===== src/rtl/color_gen_pkg.sv =====
// rtl/color_gen_pkg.sv - shared types, mode codes and saturating add for the colour generator
package color_gen_pkg;

    typedef enum logic [2:0] {
        IDLE,
        RAMP,
        WHITE,
        SCALE,
        APPLY
    } state_e;

    typedef enum logic [2:0] {
        S0,
        S1,
        S2,
        S3,
        S4,
        S5,
        SRED
    } sector_e;

    localparam logic [7:0] MODE_DIRECT_DEF = 8'h21;
    localparam logic [7:0] MODE_HUE_DEF    = 8'hA4;

    function automatic int unsigned sat_add(input int unsigned a, input int unsigned b,
                                            input int unsigned max_v);
        logic [32:0] sum;
        sum = {1'b0, a} + {1'b0, b};
        return (sum > {1'b0, max_v}) ? max_v : sum[31:0];
    endfunction

endpackage


===== src/rtl/color_gen_param_scaler.sv =====
// rtl/color_gen_param_scaler.sv - four-lane shift-add scaler, c_out = (c * (lint + 1)) >> DW
module color_scaler #(
    parameter int unsigned DW = 8
) (
    input  logic                 clk,
    input  logic                 reset,
    input  logic                 start,
    input  logic [DW-1:0]        lint,
    input  logic [3:0][DW-1:0]   c_in,
    output logic [3:0][DW-1:0]   c_out,
    output logic                 done
);

    localparam int unsigned CW = $clog2(DW) + 1;
    localparam logic [CW-1:0] LAST = CW'(DW - 1);

    logic [2*DW-1:0] prod_q  [4];
    logic [2*DW-1:0] prod_d  [4];
    logic [2*DW-1:0] mcand_q [4];
    logic [2*DW-1:0] mcand_d [4];
    logic [DW-1:0]   mplier_q, mplier_d;
    logic [CW-1:0]   cnt_q, cnt_d;
    logic            run_q, run_d;
    logic            done_q, done_d;

    // The product is seeded with c itself so that only lint's DW bits need walking.
    always_comb begin
        prod_d   = prod_q;
        mcand_d  = mcand_q;
        mplier_d = mplier_q;
        cnt_d    = cnt_q;
        run_d    = run_q;
        done_d   = 1'b0;
        if (start) begin
            for (int i = 0; i < 4; i++) begin
                prod_d[i]  = {{DW{1'b0}}, c_in[i]};
                mcand_d[i] = {{DW{1'b0}}, c_in[i]};
            end
            mplier_d = lint;
            cnt_d    = '0;
            run_d    = 1'b1;
        end else if (run_q) begin
            for (int i = 0; i < 4; i++) begin
                if (mplier_q[0]) begin
                    prod_d[i] = prod_q[i] + mcand_q[i];
                end
                mcand_d[i] = mcand_q[i] << 1;
            end
            mplier_d = mplier_q >> 1;
            cnt_d    = cnt_q + 1'b1;
            if (cnt_q == LAST) begin
                run_d  = 1'b0;
                done_d = 1'b1;
            end
        end
    end

    always_ff @(posedge clk or posedge reset) begin
        if (reset) begin
            for (int i = 0; i < 4; i++) begin
                prod_q[i]  <= '0;
                mcand_q[i] <= '0;
            end
            mplier_q <= '0;
            cnt_q    <= '0;
            run_q    <= 1'b0;
            done_q   <= 1'b0;
        end else begin
            prod_q   <= prod_d;
            mcand_q  <= mcand_d;
            mplier_q <= mplier_d;
            cnt_q    <= cnt_d;
            run_q    <= run_d;
            done_q   <= done_d;
        end
    end

    always_comb begin
        for (int i = 0; i < 4; i++) begin
            c_out[i] = prod_q[i][2*DW-1:DW];
        end
    end

    assign done = done_q;

endmodule


===== src/rtl/color_gen_param.sv =====
// rtl/color_gen_param.sv - hue/white/intensity to RGBW generator with direct pass-through mode
module color_gen_param
    import color_gen_pkg::*;
#(
    parameter int unsigned DW          = 8,
    parameter int unsigned STEP        = 7,
    parameter int unsigned SECTOR_LEN  = 36,
    parameter logic [7:0]  MODE_DIRECT = MODE_DIRECT_DEF,
    parameter logic [7:0]  MODE_HUE    = MODE_HUE_DEF
) (
    input  logic          clk,
    input  logic          reset,
    input  logic [7:0]    mode,
    input  logic          start,
    input  logic [DW-1:0] hue,
    input  logic [DW-1:0] lint,
    input  logic [DW-1:0] white_in,
    input  logic [DW-1:0] red_in,
    input  logic [DW-1:0] green_in,
    input  logic [DW-1:0] blue_in,
    output logic [DW-1:0] red_out,
    output logic [DW-1:0] green_out,
    output logic [DW-1:0] blue_out,
    output logic [DW-1:0] white_out,
    output logic          busy,
    output logic          done
);

    localparam int unsigned   MAXV     = (2 ** DW) - 1;
    localparam logic [DW-1:0] MAX_C    = DW'(MAXV);
    localparam logic [DW:0]   ITER_LIM = (DW + 1)'(6 * SECTOR_LEN);
    localparam logic [DW-1:0] POS_LIM  = DW'(SECTOR_LEN);

    state_e        state_q, state_d;
    sector_e       sector_q, sector_d;
    logic [7:0]    mode_q;
    logic [DW-1:0] hue_q, hue_d, lint_q, lint_d, white_q, white_d;
    logic [DW:0]   iter_q, iter_d;
    logic [DW-1:0] pos_q, pos_d, acc_q, acc_d;
    logic [DW-1:0] red_q, red_d, green_q, green_d, blue_q, blue_d, wout_q, wout_d;
    logic          busy_q, busy_d, done_q, done_d;

    logic [DW:0]        target;
    logic [DW-1:0]      up, down, base_r, base_g, base_b, pos_next;
    logic [3:0][DW-1:0] mix, scaled;
    logic               scl_start, scl_done;

    assign target = ({1'b0, hue_q} > ITER_LIM) ? ITER_LIM : {1'b0, hue_q};
    assign up     = acc_q;
    assign down   = MAX_C - acc_q;

    always_comb begin
        base_r = MAX_C;
        base_g = '0;
        base_b = '0;
        unique case (sector_q)
            S0:      begin base_r = MAX_C; base_g = '0;    base_b = up;    end
            S1:      begin base_r = down;  base_g = '0;    base_b = MAX_C; end
            S2:      begin base_r = '0;    base_g = up;    base_b = MAX_C; end
            S3:      begin base_r = '0;    base_g = MAX_C; base_b = down;  end
            S4:      begin base_r = up;    base_g = MAX_C; base_b = '0;    end
            S5:      begin base_r = MAX_C; base_g = down;  base_b = '0;    end
            default: begin base_r = MAX_C; base_g = '0;    base_b = '0;    end
        endcase
        mix[0] = DW'(sat_add(32'(base_r), 32'(white_q), MAXV));
        mix[1] = DW'(sat_add(32'(base_g), 32'(white_q), MAXV));
        mix[2] = DW'(sat_add(32'(base_b), 32'(white_q), MAXV));
        mix[3] = white_q;
    end

    assign scl_start = (state_q == WHITE);

    color_scaler #(.DW(DW)) u_scaler (
        .clk   (clk),
        .reset (reset),
        .start (scl_start),
        .lint  (lint_q),
        .c_in  (mix),
        .c_out (scaled),
        .done  (scl_done)
    );

    always_comb begin
        state_d  = state_q;
        sector_d = sector_q;
        hue_d    = hue_q;
        lint_d   = lint_q;
        white_d  = white_q;
        iter_d   = iter_q;
        pos_d    = pos_q;
        acc_d    = acc_q;
        red_d    = red_q;
        green_d  = green_q;
        blue_d   = blue_q;
        wout_d   = wout_q;
        busy_d   = busy_q;
        done_d   = 1'b0;
        pos_next = pos_q + 1'b1;
        unique case (state_q)
            IDLE: begin
                if (mode_q == MODE_DIRECT) begin
                    red_d   = red_in;
                    green_d = green_in;
                    blue_d  = blue_in;
                    wout_d  = white_in;
                end else if (mode_q == MODE_HUE && start) begin
                    hue_d    = hue;
                    lint_d   = lint;
                    white_d  = white_in;
                    iter_d   = '0;
                    pos_d    = '0;
                    acc_d    = '0;
                    sector_d = S0;
                    busy_d   = 1'b1;
                    state_d  = (hue == '0) ? WHITE : RAMP;
                end
            end
            RAMP: begin
                iter_d = iter_q + 1'b1;
                if (pos_next == POS_LIM) begin
                    pos_d = '0;
                    acc_d = '0;
                    if (sector_q != SRED) begin
                        sector_d = sector_e'(3'(sector_q) + 3'd1);
                    end
                end else begin
                    pos_d = pos_next;
                    acc_d = DW'(sat_add(32'(acc_q), STEP, MAXV));
                end
                if (iter_d == target) begin
                    state_d = WHITE;
                end
            end
            WHITE: state_d = SCALE;
            SCALE: begin
                if (scl_done) begin
                    busy_d  = 1'b0;
                    state_d = APPLY;
                end
            end
            APPLY: begin
                red_d   = scaled[0];
                green_d = scaled[1];
                blue_d  = scaled[2];
                wout_d  = scaled[3];
                done_d  = 1'b1;
                state_d = IDLE;
            end
            default: state_d = IDLE;
        endcase
    end

    always_ff @(posedge clk or posedge reset) begin
        if (reset) begin
            state_q  <= IDLE;
            sector_q <= S0;
            mode_q   <= '0;
            hue_q    <= '0;
            lint_q   <= '0;
            white_q  <= '0;
            iter_q   <= '0;
            pos_q    <= '0;
            acc_q    <= '0;
            red_q    <= '0;
            green_q  <= '0;
            blue_q   <= '0;
            wout_q   <= '0;
            busy_q   <= 1'b0;
            done_q   <= 1'b0;
        end else begin
            state_q  <= state_d;
            sector_q <= sector_d;
            mode_q   <= mode;
            hue_q    <= hue_d;
            lint_q   <= lint_d;
            white_q  <= white_d;
            iter_q   <= iter_d;
            pos_q    <= pos_d;
            acc_q    <= acc_d;
            red_q    <= red_d;
            green_q  <= green_d;
            blue_q   <= blue_d;
            wout_q   <= wout_d;
            busy_q   <= busy_d;
            done_q   <= done_d;
        end
    end

    assign red_out   = red_q;
    assign green_out = green_q;
    assign blue_out  = blue_q;
    assign white_out = wout_q;
    assign busy      = busy_q;
    assign done      = done_q;

endmodule

===== config.mk =====
export PLATFORM = sky130hd
export DESIGN_NAME = color_gen_param
export DESIGN_NICKNAME = d
export VERILOG_FILES = /design/src/rtl/color_gen_pkg.sv /design/src/rtl/color_gen_param_scaler.sv /design/src/rtl/color_gen_param.sv
export SDC_FILE = /design/constraint.sdc
export NUM_CORES = 1
export LEC_CHECK = 0
export ABC_AREA = 1
export BUFFER_PORTS_ARGS = -buffer_cell sky130_fd_sc_hd__buf_2
export CAP_MARGIN = 20
export CORE_MARGIN = 1.5
export CORE_UTILIZATION = 45
export CTS_CLUSTER_DIAMETER = 200
export CTS_CLUSTER_SIZE = 24
export DETAILED_ROUTE_END_ITERATION = 8
export HOLD_SLACK_MARGIN = 0.08
export PLACE_DENSITY = 0.67
export SLEW_MARGIN = 20
export SYNTH_ARGS = -nofsm -noshare
export SYNTH_HDL_FRONTEND = slang
export SYNTH_HIERARCHICAL = 1
export SYNTH_SLANG_ARGS = --single-unit

===== constraint.sdc =====
create_clock -name clk -period 5.1 [get_ports clk]
set_clock_uncertainty 0.1 [all_clocks]
set_input_delay 0.765 -clock clk [delete_from_list [all_inputs] [get_ports clk]]
set_output_delay 0.765 -clock clk [all_outputs]
set_load 0.05 [all_outputs]

==> reports/qor.yml <==
yosys:
  ys.flop_type: "dfrtp_1"
  yosysWarnings: 6
  yosysSeqAreaShare_pct: 38.6
  synth_top_cell_area_share_pct: 38.6
  synth_cell_types: 44
  syn_area_per_cell_sq_um: 7.27
  post_synth_main_area_contributors: "dfrtp_1 (39%), nand2_1 (17%), ha_1 (7.7%)"
  synth_fp_nets: 2292
  yosysTopAreaCell: "dfrtp_1"
  synth-async-reset-ratio_pct: 100
  synth-edff-count: 0
  netlist_area_sq_um: 15500
  ys_ff_latch: 239
  synth_cells: 2131
run_status:
  status: "finished clean"
floorplanning:
  core_sq_um: 33700
  die_h_microns: 189
  ios: 93
  start_util_pct: 46.0
  row_count: 67
  fp.dieW_microns: 189
  die_area_sq_um: 35600
power_and_ir_drop:
  p_per_area_nw_per_um2: 519
  leakage_nw: 9.13
  vdd_drop_max_mv: 0.230
detailed_routing:
  first_pass_iters: 6
  routed_wl_microns: 37000
  detail-route-antenna-nets: 0
  drtIter0Drc: 920
  drc: 0
  avgViaCountPerCell: 5.15
  routed-via-count: 13400
  routedWlPerCell_microns: 14.2
final_layout:
  final_area_sq_um: 16500
  area_growth_pct: 6.30
  fillers: 3392
  antenna_cells: 0
  layout-drive-gt1-share_pct: 8.01
  final_cell_mix: "nand2_1 (718), inv_1 (313), dfrtp_1 (239)"
  final_common_cell: "nand2_1"
  finish.net_count: 2322
placement:
  io_buffers: 92
  place.gp.congestion: 0.893
  placed_area_sq_um: 16100
  dp_hpwl_microns: 27000
global_routing:
  antenna_found_initial: 0
  grt_first_pass_wirelength_microns: 62600
  grt_usage_pct: 21.1
  grt_pass1_vias: 13000
  grt_max_degree: 67
  grt_overflow_total: 0
worst_setup_path:
  arrival_ns: 4.22
  path_class: "flop to flop"
  critPathLaunchType: "flop"
  r2r_start: "sector_q[0]"
  cp-end-kind: "flop"
  reg2reg_depth: 22
  r2r_slack_ns: 1.15
  crit_fanout: 10
  r2r-end: "u_scaler/prod_q[39]"
  required_ns: 5.37
clock_tree:
  cts_resized: 0
  cts_buffers: 13
  clk_pin_slew_ns: 0.10
  cts_tree: "yes"
  clk_latency_ns: 0.48
  cts.sinks: 239
  cts_setup_buffers: 0
  cts.htree.levels: 1
  postCtsHoldBufs: 0
  cts.path.max_buffers: 3
  cts-root-buf: "clkbuf_16"
timing:
  setup_viol: 0
  rsz0062_at_grt: "false"
  finalHoldViolCount: 0
  min_period_over_period_pct: 77.4
  relSlewSlack_pct: 27.2
  timing.fmax_mhz: 253
  fin_tns_setup_ns: 0
  period_minus_slack_ns: 3.95
  tightest_slew_ns: 1.09
  finalMaxSlewViolations: 0
flow_run:
  cap_violations: 0
min_path:
  hold_path.class: "input port to async pin"
-- critical path: stages, from the launching register on --
cell and delay, ns:
dfrtp_1 0.41, inv_1 0.10, ha_1 0.22, nand2_1 0.07, clkinv_1 0.21, a21oi_1 0.52
o211ai_1 0.17, ha_1 0.28, fa_1 0.45, nand2_1 0.07, inv_1 0.04, nor2_1 0.09
o21bai_1 0.09, a21oi_1 0.15, o21ai_1 0.11, nand2_1 0.07, nand2_1 0.08, a21oi_4 0.23
nand3_1 0.11, nand2_1 0.11, nand2_1 0.06, inv_1 0.06, a21oi_1 0.05
-- sequential cells by signal (all words and copies together), names as in the netlist, 9 cells and up --
signal	count
u_scaler/mcand_q	64
iter_q	9
u_scaler/c_out	32
u_scaler/prod_q	32
-- stage by stage --
step / worst slack (ns) / util [%] / power [mW] / hold WS [ns] / instances
finish: 1.15 / 48.9 / 8.56 / 0.289 / 2608
global route: 0.746 / 48.9 / 9.34 / 0.267 / 2608
CTS: 1.11 / 48.8 / 8.57 / 0.271 / 2607
detailed placement: 1.14 / 47.9 / 7.47 / 0.374 / 2593
global placement: 1.30 / 47.9 / 7.37 / 0.360 / 2593
floorplan: 0.425 / - / 6.44 / 0.335 / 2131
-- cells by family after synthesis --
kind of cell,count (synthesis),share of synthesized area [%]
DFF,239,38.6
AOI/OAI and AO/OA,266,10.6
adders and majority gates,102,8.57
and+or+nand+nor,1063,28.3
buffers and inverters,416,11.2
muxes,15,1.09
xor gates and xnor gates,30,1.69
-- synthesized netlist by cell type, types with 22 or more instances --
master,count
o21ai_1,25
buf_4,39
clkbuf_1,29
a31oi_1,36
inv_1,315
o21ai_0,59
nor2_1,126
a21oi_1,53
xor2_1,22
ha_1,95
o221ai_1,27
dfrtp_1,239
nand2_1,718
o22ai_1,23
o211ai_1,24
nand3_1,141
-- final cells by class --
class                      count  area [sq um]  area share, %
multi-input combinational   1476          7810           47.4
sequential                   239          5980           36.3
inverter                     327          1230           7.49
timing repair buffer         104           563           3.42
tap                          448           561           3.40
clock buffer                  14           329           2.00
-- where the power goes --
| group | internal [mW] | total, mW | switching (mW) |
|---|---|---|---|
| clock | 0.464 | 1.08 | 0.612 |
| sequential | 2.45 | 2.89 | 0.444 |
| combinational | 1.57 | 4.59 | 3.02 |
| total | 4.48 | 8.56 | 4.08 |
-- how the worst max path moves through the flow --
stage                           start                   end  slack [ns]  cells past startpoint
final                     sector_q[0]   u_scaler/prod_q[39]        1.15                     22
after global routing      sector_q[0]   u_scaler/prod_q[36]        0.75                     22
after CTS                 sector_q[0]  u_scaler/mcand_q[34]        1.11                     20
after detailed placement  sector_q[0]  u_scaler/mcand_q[34]        1.14                     20
after global placement    sector_q[0]   u_scaler/prod_q[39]        1.30                     22
after floorplan                 reset     u_scaler/c_out[0]        0.43                      1
-- routing by layer --
| layer | global-route usage [%] | routed length (microns) | vias to the layer above |
|---|---|---|---|
| met1 | 28.7 | 17700 | 6266 |
| met5 | 0 | 0 | - |
| met4 | 5.19 | 775 | 0 |
| li1 | - | - | 6842 |
| met3 | 1.84 | 1580 | 47 |
| met2 | 36.2 | 17000 | 288 |
Power figures use the tool's default switching activity.
